===== src/rtl/ltc2315_emu_if.sv =====
// Serial link between the ADC master and the LTC2315 emulator.
// The master drives sck/cs; the emulator drives sdo and its output enable.
interface ltc2315_emu_if;
    logic sck;
    logic cs;
    logic sdo;
    logic sdo_oe;

    modport master (output sck, output cs, input sdo, input sdo_oe);
    modport slave  (input sck, input cs, output sdo, output sdo_oe);
endinterface


===== src/rtl/ltc2315_emu.sv =====
// LTC2315 serial ADC emulator: one leading zero, DATA_W bits MSB first, then zeros.
// Define LTC2315_EMU_RAMP_EN to source conversions from an internal ramp instead of sample_in.
module ltc2315_emu #(
    parameter int unsigned       DATA_W    = 12,
    parameter logic [DATA_W-1:0] RAMP_STEP = 1,
    parameter int unsigned       LEAD_BITS = 1
) (
    input  logic              clk_100,
    input  logic              reset_n,
    ltc2315_emu_if.slave      spi,
    input  logic [DATA_W-1:0] sample_in,
    output logic [15:0]       conv_cnt,
    output logic              short_frame
);

    localparam int unsigned CNT_MAX = (DATA_W > LEAD_BITS) ? DATA_W : LEAD_BITS;
    localparam int unsigned CNT_W   = $clog2(CNT_MAX + 1);

    typedef enum logic [1:0] {StIdle, StLead, StData, StTail} state_e;

    state_e              state_q, state_d;
    logic [DATA_W-1:0]   shift_q, shift_d;
    logic [CNT_W-1:0]    cnt_q, cnt_d;
    logic                sdo_q, sdo_d;
    logic                oe_q, oe_d;
    logic                sf_q, sf_d;
    logic [15:0]         conv_q, conv_d;
    logic [DATA_W-1:0]   word;

    // meta -> sync -> history; resets high so release never looks like a falling edge
    logic [2:0] sck_q, cs_q;
    logic       sck_fall, cs_fall, cs_rise;

    always_ff @(posedge clk_100 or negedge reset_n) begin
        if (!reset_n) begin
            sck_q <= 3'b111;
            cs_q  <= 3'b111;
        end else begin
            sck_q <= {sck_q[1:0], spi.sck};
            cs_q  <= {cs_q[1:0], spi.cs};
        end
    end

    assign sck_fall = sck_q[2] & ~sck_q[1];
    assign cs_fall  = cs_q[2] & ~cs_q[1];
    assign cs_rise  = ~cs_q[2] & cs_q[1];

`ifdef LTC2315_EMU_RAMP_EN
    logic [DATA_W-1:0] ramp_q, ramp_d;

    assign word   = ramp_q;
    assign ramp_d = (state_q == StTail && cs_rise) ? ramp_q + RAMP_STEP : ramp_q;

    always_ff @(posedge clk_100 or negedge reset_n) begin
        if (!reset_n) ramp_q <= '0;
        else          ramp_q <= ramp_d;
    end
`else
    assign word = sample_in;
`endif

    always_comb begin
        state_d = state_q;
        shift_d = shift_q;
        cnt_d   = cnt_q;
        sdo_d   = sdo_q;
        oe_d    = oe_q;
        sf_d    = 1'b0;
        conv_d  = conv_q;
        unique case (state_q)
            StIdle: begin
                if (cs_fall) begin
                    shift_d = word;
                    sdo_d   = 1'b0;
                    oe_d    = 1'b1;
                    cnt_d   = CNT_W'(LEAD_BITS);
                    state_d = StLead;
                end
            end
            StLead, StData: begin
                // cs rise wins over a coincident sck fall: the frame is abandoned unshifted
                if (cs_rise) begin
                    sf_d    = 1'b1;
                    sdo_d   = 1'b0;
                    oe_d    = 1'b0;
                    state_d = StIdle;
                end else if (sck_fall) begin
                    if (state_q == StLead) begin
                        if (cnt_q <= CNT_W'(1)) begin
                            sdo_d   = shift_q[DATA_W-1];
                            cnt_d   = CNT_W'(DATA_W - 1);
                            state_d = StData;
                        end else begin
                            cnt_d = cnt_q - CNT_W'(1);
                        end
                    end else if (cnt_q == '0) begin
                        sdo_d   = 1'b0;
                        state_d = StTail;
                    end else begin
                        shift_d = {shift_q[DATA_W-2:0], 1'b0};
                        sdo_d   = shift_d[DATA_W-1];
                        cnt_d   = cnt_q - CNT_W'(1);
                    end
                end
            end
            StTail: begin
                if (cs_rise) begin
                    conv_d  = conv_q + 16'd1;
                    sdo_d   = 1'b0;
                    oe_d    = 1'b0;
                    state_d = StIdle;
                end
            end
            default: state_d = StIdle;
        endcase
    end

    always_ff @(posedge clk_100 or negedge reset_n) begin
        if (!reset_n) begin
            state_q <= StIdle;
            shift_q <= '0;
            cnt_q   <= '0;
            sdo_q   <= 1'b0;
            oe_q    <= 1'b0;
            sf_q    <= 1'b0;
            conv_q  <= '0;
        end else begin
            state_q <= state_d;
            shift_q <= shift_d;
            cnt_q   <= cnt_d;
            sdo_q   <= sdo_d;
            oe_q    <= oe_d;
            sf_q    <= sf_d;
            conv_q  <= conv_d;
        end
    end

    assign spi.sdo     = sdo_q;
    assign spi.sdo_oe  = oe_q;
    assign conv_cnt    = conv_q;
    assign short_frame = sf_q;

endmodule

===== src/flat_wrapper.sv =====
// flat-port wrapper written by rule: the top's interface ports become plain ports
module ltc2315_emu_flat 
#(
    parameter int unsigned       DATA_W    = 12,
    parameter logic [DATA_W-1:0] RAMP_STEP = 1,
    parameter int unsigned       LEAD_BITS = 1
)
  (clk_100, reset_n, sample_in, conv_cnt, short_frame, spi_sck, spi_cs, spi_sdo, spi_sdo_oe);
  ltc2315_emu_if spi_i ();
  input  logic clk_100;
  input  logic reset_n;
  input  logic [DATA_W-1:0] sample_in;
  output logic [15:0] conv_cnt;
  output logic short_frame;
  input wire logic [$bits(spi_i.sck)-1:0] spi_sck;
  input wire logic [$bits(spi_i.cs)-1:0] spi_cs;
  output wire logic [$bits(spi_i.sdo)-1:0] spi_sdo;
  output wire logic [$bits(spi_i.sdo_oe)-1:0] spi_sdo_oe;
  assign spi_i.sck = spi_sck;
  assign spi_i.cs = spi_cs;
  assign spi_sdo = spi_i.sdo;
  assign spi_sdo_oe = spi_i.sdo_oe;
  ltc2315_emu #(.DATA_W(DATA_W), .RAMP_STEP(RAMP_STEP), .LEAD_BITS(LEAD_BITS)) u_core (.clk_100(clk_100), .reset_n(reset_n), .spi(spi_i), .sample_in(sample_in), .conv_cnt(conv_cnt), .short_frame(short_frame));
endmodule

===== config.mk =====
export PLATFORM = sky130hd
export DESIGN_NAME = ltc2315_emu_flat
export DESIGN_NICKNAME = d
export VERILOG_FILES = /design/src/rtl/ltc2315_emu_if.sv /design/src/rtl/ltc2315_emu.sv /design/src/flat_wrapper.sv
export SDC_FILE = /design/constraint.sdc
export NUM_CORES = 1
export LEC_CHECK = 0
export ABC_CLOCK_PERIOD_IN_PS = 2700
export CAP_MARGIN = 20
export CORE_AREA = 5 5 80 82
export DETAILED_ROUTE_END_ITERATION = 12
export DIE_AREA = 0 0 85 87
export HOLD_SLACK_MARGIN = 0.06
export PLACE_DENSITY = 0.58
export SYNTH_ARGS = -nofsm -noshare
export SYNTH_HDL_FRONTEND = slang
export SYNTH_SLANG_ARGS = --single-unit

===== constraint.sdc =====
create_clock -name clk_100 -period 2.7 [get_ports clk_100]
set_clock_uncertainty 0.05 [all_clocks]
set_input_delay 0.27 -clock clk_100 [delete_from_list [all_inputs] [get_ports clk_100]]
set_output_delay 0.27 -clock clk_100 [all_outputs]
set_load 0.02 [all_outputs]

After elaboration in Yosys (flattened, before gate mapping) --
Cells that the tools add are included. Widths: inputs -> output; s select.
Storage, ports and cells: memory bits (writable) 0, register bits after elaboration 43, memories 0, bits in latches 0, ROM bits 0
Cells by class: div/mod/pow operators 0, shift-type cells 0, multipliers 0, reductions and logical operators 11, bitwise logic cells 6, eq/ne operators 14, multiplexer cells 33, $lt $le $gt $ge 1, $add $sub $neg 2
Operators with widths (number):
- $mux 12 | 5
- $mux 4 | 6
- $pmux 12 s2 | 1
- $add 16x1->16 const B | 1
- $mux 2 | 7
- $mux 1 | 10
- $reduce_and 5->1 | 2
- $ne 2x1->1 const B | 4
- $pmux 4 s2 | 1
- $ne 2x2->1 const B | 3
- $pmux 2 s3 | 1
- $reduce_and 6->1 | 1
- $eq 2x2->1 const B | 2
- $le 4x1->1 const B | 1
- $logic_not 4->1 | 1
- $ne 4x1->1 const B | 1
- $ne 4x3->1 const B | 1
- $reduce_and 2->1 | 2
- $reduce_and 4->1 | 1
- $sub 4x1->4 const B | 1
- $and 1x1->1 | 3
- $ne 3x1->1 const B | 1
- $ne 3x2->1 const B | 1
- $not 1->1 | 3
- other kinds (7) | 7

Longest topological paths before layout --
Gate-level depths: netlist of the first run.
word-level depth 6, depth in mapped cells 9

Least setup slack after synthesis of the first run --
OpenSTA, ideal clock, no wires.
kind register to register, from reg u_core.state_q[0], to reg u_core.shift_q[1], cell stages (with the launch flop) 9, buffers on the path 2, required time 2524 ps, path slack 728 ps, period minus slack after synthesis 1972 ps, data arrival time 1796 ps, cells stage by stage dfrtp_1 > inv_1 > ha_1 > buf_6 > inv_1 > nand2_1 > a221oi_4 > buf_4 > a21oi_1
Between the ends: word-level cells in the longest chain between the ends 4, elaborated cells on any way between the ends 12, those cells by class eq/ne: 7; mux: 1; reduce/logical: 4
Ends and longest elaborated chain:
- from (decl) | RTL line ltc2315_emu.sv:21 | state_e state_q, state_d;
- from (signal assigned) | RTL line ltc2315_emu.sv:120 | state_q <= StIdle;
- from (signal assigned) | RTL line ltc2315_emu.sv:128 | state_q <= state_d;
- $eq 2x2->1 or $eq 2x1->1 (tied branches) | RTL line ltc2315_emu.sv:70, ltc2315_emu.sv:88
- $reduce_or 2->1 | RTL line ltc2315_emu.sv:70 | unique case (state_q)
- $ne 2x1->1 (no source line), or another cell as far along
- $reduce_and 6->1 (no source line)
- to (signal assigned) | RTL line ltc2315_emu.sv:129 | shift_q <= shift_d;
- to (decl) | RTL line ltc2315_emu.sv:22 | logic [DATA_W-1:0] shift_q, shift_d;
Several ways; a longest one is shown, not always the timed one. A chain may end at the register's enable or synchronous reset.

Worst setup path after layout of the first run --
from reg u_core.state_q[0], to reg u_core.shift_q[5]
Same word-level chain as after synthesis.

==> results.py, run 1 <==
metrics = {
    "place": {
        "place_congestion": 0.834,
        "portBuffers": 34,
        "dp_slack_ns": 0.598,
        "dp_hpwl_mm": 2.93,
    },
    "floorplanning": {
        "ioPinCount": 35,
        "fp.dieArea_mm2": 0.00740,
        "die-width_um": 85,
        "num_rows": 28,
        "die_h_um": 87,
        "coreArea_mm2": 0.00568,
        "start_util": 0.378,
    },
    "grt": {
        "grt_pass1_vias": 1473,
        "antenna_found_initial": 0,
        "grt_overflow": 0,
        "grt_pass1_wl_mm": 7.01,
        "grt.total_usage": 0.121,
        "grt_max_degree": 44,
    },
    "cells_and_area": {
        "insertedDiodeCount": 0,
        "layout_commonest_cell": "dfrtp_1",
        "layout.nets": 263,
        "seq_area_mm2": 0.00108,
        "drive_above_1_share": 0.155,
        "area_growth_pct": 24.7,
        "layout_common_cells": "dfrtp_1, clkdlybuf4s50_1, nor2_1",
        "multi_input_area_um2": 992,
        "fillers": 537,
    },
    "clocking": {
        "path_clk_slew_ns": 0.08,
        "clockBufferDepth": 2,
        "post_cts_buffers": 0,
        "insertion_delay_ns": 0.29,
        "clock_sinks": 43,
        "cts_tree": "yes",
        "cts_root_buf": "clkbuf_8",
        "cts_resized": 0,
        "cts_buffers": 5,
        "cts-htree-levels": 2,
    },
    "worst_setup_path": {
        "critPathArrivalTime_ns": 2.30,
        "critPathMaxStageDelay_ns": 0.44,
        "startpoint_type": "flip-flop",
        "critPathLaunch": "u_core.state_q[0]$_DFFE_PN0P_",
        "cp_num_buf_inv": 3,
        "r2r_end": "u_core.shift_q[5]$_DFFE_PN0P_",
        "rr_worst_depth": 8,
        "crit_fanout": 22,
        "critPathCapture": "u_core.shift_q[5]$_DFFE_PN0P_",
        "cpMaxStageDelayCell": "dfrtp_1",
        "cp_top_family": "buffers and inverters",
        "crit_path_end_kind": "flip-flop",
        "path_class": "flip-flop to flip-flop",
        "reg2reg_from": "u_core.state_q[0]$_DFFE_PN0P_",
        "cp_cell_sequence": "inv_1 -> ha_1 -> inv_1 -> nand2_1 -> a221oi_4 -> buf_4 -> nor2_1 -> a21oi_2",
        "ff2ff_setup_slack_ns": 0.58,
        "worst_ep_required_time_ns": 2.88,
        "path_depth": 8,
        "crit_path_frequent_cell": "inv_1",
    },
    "timing": {
        "slew_headroom": 0.706,
        "post-route-period-util": 0.787,
        "layout_setup_ws_ns": 0.575,
        "rsz0062_at_grt": "no",
        "fin_setup_tns_ns": 0,
        "setup_violations": 0,
        "tightest_slew_ns": 0.441,
        "finalHoldViolations": 0,
        "fmax_mhz": 471,
        "period_needed_ns": 2.12,
        "drv_slew": 0,
    },
    "power_and_ir_drop": {
        "pwr-share-clk": 0.161,
        "ir_worst_vdd_mv": 0.370,
        "power_switching_uw": 977,
        "seq_power_share": 0.365,
        "leakage_nw": 1.17,
        "power.density_mw_per_mm2": 929,
        "total_power_mw": 2.48,
        "comb_power_share": 0.475,
        "sw_frac_of_total": 0.393,
        "p_int_mw": 1.51,
    },
    "logic_synthesis": {
        "synth_top_cell_by_area": "dfrtp_1",
        "syn-cell-area_mm2": 0.00214,
        "yosysWarnings": 0,
        "synth_fp_nets": 222,
        "yosysUniqueCellTypes": 39,
        "syn_avg_cell_area_um2": 10.9,
        "synth_seq_cells": 43,
        "netlist.area_leader.share": 0.432,
        "synth_area_leaders": "dfrtp_1, dfstp_2, ha_1, mux2i_1, nor2_1",
        "ys_seq_area_frac": 0.506,
        "synthCells": 197,
    },
    "routing": {
        "route.detailed.drc": 0,
        "drt-total-wl_mm": 4.22,
        "wl_per_cell_um": 13.4,
        "antenna_left": 0,
        "vias": 1523,
        "vias_per_cell": 4.85,
        "drtIter0Drc": 75,
        "dr.pass1.iters": 4,
    },
    "hold_path": {
        "min_path_type": "primary input to asynchronous set/reset pin",
    },
    "run_status": {
        "status": "finished, final reports clean",
    },
    "run": {
        "cap_violations": 0,
    },
}
[cells in the mapped netlist]
cell        n
o21ai_1     2
buf_4       1
o41ai_1     1
dfrtp_1    37
o21ai_0     3
a21o_1      1
nand4_2     1
o2bb2ai_1   1
o2111ai_1   1
o21ai_2     1
or3b_4      1
a21oi_2     8
or3b_2      1
nor2_1     21
dfstp_2     6
nor4_1      1
mux2i_1    11
a221oi_4    1
mux2_2      5
buf_6       2
xnor2_1     9
inv_1       8
o31ai_1     1
a21oi_1     8
and4_1      2
nor3_1      5
nand3_1     7
o21a_1      2
nand4_1     3
ha_1        9
o22ai_1     2
and3_1      2
clkbuf_1    2
a31oi_1     1
nand2_1    18
xor2_1      6
nor2b_1     3
nand2b_1    2
or2b_4      1
[worst reg2reg max path, stage by stage (launching register included)]
cell and delay [ns]:
dfrtp_1 0.44, inv_1 0.09, ha_1 0.36, inv_1 0.21, nand2_1 0.14, a221oi_4 0.28, buf_4 0.30, nor2_1 0.09
a21oi_2 0.11
[logic make-up (layout without fill, tap and decap cells)]
group,Yosys count,after routing,share of synthesized area
AND/OR/NAND/NOR,68,68,0.157
flip-flops,43,43,0.506
AO/OA/AOI/OAI,33,33,0.114
multiplexers,16,16,0.0776
XOR/XNOR,15,15,0.0613
buffers and inverters,13,55,0.0315
adder cells (fa/ha/maj),9,9,0.0525
[layer usage]
metal / vias up / share of wire / global-route usage
met4: 0 / 0.019 / 0.0518
met5: - / 0 / 0
met2: 34 / 0.47 / 0.184
met1: 725 / 0.47 / 0.161
li1: 759 / - / -
met3: 5 / 0.039 / 0.0341
[timing repair]
item                                    4_1_cts  5_1_grt
hold buffers                                  0        1
endpoints found under the setup margin        0        0
endpoints found under the hold margin         0        7
[registers in the layout, indices dropped and copies added (netlist names)]
signal	cells
u_core.cnt_q	4
u_core.conv_cnt	16
u_core.cs_q	3
u_core.sck_q	3
u_core.shift_q	12
u_core.short_frame	1
u_core.spi.sdo	1
u_core.spi.sdo_oe	1
u_core.state_q	2
[how the worst min path moves through the flow]
stage / from / endpoint / slack [ns] / cells after the start
2_1_floorplan: reset_n / u_core.cnt_q[0]$_DFFE_PN0P_ / -0.08 / 0
3_3_place_gp: u_core.sck_q[0]$_DFF_PN1_ / u_core.sck_q[1]$_DFF_PN1_ / 0.30 / 0
3_5_place_dp: u_core.sck_q[0]$_DFF_PN1_ / u_core.sck_q[1]$_DFF_PN1_ / 0.30 / 0
4_1_cts: reset_n / u_core.shift_q[5]$_DFFE_PN0P_ / 0.10 / 1
5_1_grt: spi_cs / u_core.cs_q[0]$_DFF_PN1_ / 0.30 / 1
6_report: reset_n / u_core.shift_q[10]$_DFFE_PN0P_ / 0.31 / 2
[power by group through the flow]
stage	Clock, mW	Sequential (mW)	Combinational (mW)
after floorplan	0	0.937	0.882
final	0.399	0.905	1.18
after CTS	0.424	0.906	1.18
after global placement	0	0.914	1.17
after detailed placement	0	0.918	1.18
after global routing	0.451	0.931	1.30
[metrics by stage]
stage	cells	hold WS, ns	area, um^2	util
after CTS	312	0.103	2640	0.466
after detailed placement	304	0.297	2560	0.451
after global routing	314	0.305	2670	0.471
after floorplan	197	-0.0756	2140	-
after global placement	304	0.297	2560	0.451
final	314	0.306	2670	0.471
[layout make-up]
type | count | share of cell area
clock buffer | 6 | 0.0272
clock inverter | 2 | 0.00468
inverter | 8 | 0.0112
multi-input combinational | 141 | 0.371
sequential | 43 | 0.405
tap | 75 | 0.0351
timing repair buffer | 39 | 0.145
No activity file was read; power rests on OpenSTA's default activity.
==> inputs of run 2 (changes only) <==
Settings changed: ABC_CLOCK_PERIOD_IN_PS 2700 to 2200.
Clock period 2.7 ns to 2.2 ns, I/O delays scaled along.
==> run 2 against run 1 <==
Compared with the run above:
- clock-buffer cell count unchanged
- final cell count unchanged
- fmax increased by 7.2%
- worst setup slack got worse by 0.36 ns
- global-route usage decreased by 0.28 points
- register-to-register slack got worse by 0.36 ns
- sequential share of layout area decreased by 0.89 points
- utilization increased by 1.1 points
- critical endpoint is now u_core.cnt_q[1]$_DFFE_PN0P_
==> results.py, run 2 (synthesis results as in run 1) <==
metrics = {
    "place": {
        "dp_slack_ns": 0.230,
        "placed_area_mm2": 0.00259,
        "dp_hpwl_mm": 2.88,
        "dp_cells": 305,
        "portBuffers": 34,
        "place_congestion": 0.858,
    },
    "worst_setup_path": {
        "path_class": "flip-flop to flip-flop",
        "startpoint_type": "flip-flop",
        "critPathArrivalTime_ns": 2.12,
        "critPathLaunch": "u_core.cnt_q[0]$_DFFE_PN0P_",
        "worst_ep_required_time_ns": 2.34,
        "reg2reg_from": "u_core.cnt_q[0]$_DFFE_PN0P_",
        "crit_path_end_kind": "flip-flop",
        "crit_fanout": 5,
    },
    "cells_and_area": {
        "layout_common_cells": "dfrtp_1, clkdlybuf4s50_1, nor2_1",
        "layout_commonest_cell": "dfrtp_1",
        "area_growth_pct": 27.5,
        "drive_above_1_share": 0.155,
        "fin_area_mm2": 0.00273,
        "largest_register_ffs": 16,
        "layout.nets": 263,
        "final_cells": 314,
        "insertedDiodeCount": 0,
        "fin_util": 0.481,
    },
    "floorplanning": {
        "coreArea_mm2": 0.00568,
        "fp.dieArea_mm2": 0.00740,
        "ioPinCount": 35,
        "die_h_um": 87,
        "start_util": 0.378,
        "die-width_um": 85,
        "num_rows": 28,
    },
    "clocking": {
        "postCtsHoldBufs": 1,
        "cts_resized": 0,
        "insertion_delay_ns": 0.29,
        "cts_buffers": 5,
        "post_cts_buffers": 0,
        "cts-htree-levels": 2,
        "path_clk_slew_ns": 0.09,
        "cts_root_buf": "clkbuf_8",
        "clock_sinks": 43,
        "clockBufferDepth": 2,
        "cts_tree": "yes",
    },
    "timing": {
        "period_needed_ns": 1.98,
        "slew_headroom": 0.712,
        "setup_violations": 0,
        "post-route-period-util": 0.901,
        "tightest_slew_ns": 0.431,
        "fmax_mhz": 504,
        "fin_setup_tns_ns": 0,
        "drv_slew": 0,
        "rsz0062_at_grt": "no",
        "layout_setup_ws_ns": 0.218,
        "finalHoldViolations": 0,
        "hold-worst-slack_ns": 0.283,
    },
    "run_status": {
        "status": "finished, final reports clean",
    },
    "grt": {
        "grt.total_usage": 0.118,
        "grt_pass1_wl_mm": 7.01,
        "grt_overflow": 0,
        "antenna_found_initial": 0,
        "grt_max_degree": 44,
        "grt_pass1_vias": 1476,
    },
    "routing": {
        "vias_per_cell": 4.77,
        "dr.pass1.iters": 4,
        "drt-total-wl_mm": 4.02,
        "drtIter0Drc": 52,
        "route.detailed.drc": 0,
        "wl_per_cell_um": 12.8,
        "vias": 1497,
        "antenna_left": 0,
    },
    "power_and_ir_drop": {
        "ir_worst_vdd_mv": 0.500,
        "total_power_mw": 3.30,
        "leakage_nw": 1.20,
        "power.density_mw_per_mm2": 1210,
    },
    "hold_path": {
        "min_path_type": "primary input to flip-flop",
        "hp-start": "spi_sck",
    },
    "run": {
        "cap_violations": 0,
    },
}
run 2: metal layers:
layer / global-route usage / routed length [um] / vias up
li1: - / - / 762
met1: 0.158 / 1870 / 708
met2: 0.190 / 1970 / 23
met3: 0.0293 / 131 / 4
met4: 0.0345 / 48 / 0
met5: 0 / 0 / -
run 2: final cells by class:
class / count / area, um^2
clock buffers: 6 / 72.6
fillers: 560 / 2940
multi-input cells: 141 / 992
inverters: 8 / 30.0
clock inverters: 2 / 60.1
repair buffers: 39 / 400
flip-flops and latches: 43 / 1080
well taps: 75 / 93.8
run 2: power breakdown:
part / internal (mW) / switching [mW]
sequential: 0.974 / 0.135
combinational: 0.677 / 0.784
clock: 0.454 / 0.272
run 2: path summary, 6_finish.rpt:
kind,end,slack (ns),cells after the start
setup / recovery,u_core.cnt_q[1]$_DFFE_PN0P_,0.22,6
hold / removal,u_core.sck_q[0]$_DFF_PN1_,0.28,1
min in group asynchronous,u_core.shift_q[10]$_DFFE_PN0P_,0.38,3
setup reg to reg,u_core.cnt_q[1]$_DFFE_PN0P_,0.22,6
max in group asynchronous,u_core.cs_q[2]$_DFF_PN1_,1.45,3
hold reg to reg,u_core.sck_q[1]$_DFF_PN1_,0.31,0
run 2: critical path, stage by stage, from the launching register on:
cell     delay (ns)
dfrtp_1        0.43
inv_1          0.07
ha_1           0.22
or3b_4         0.43
o21a_1         0.19
o21ai_2        0.15
mux2_2         0.34
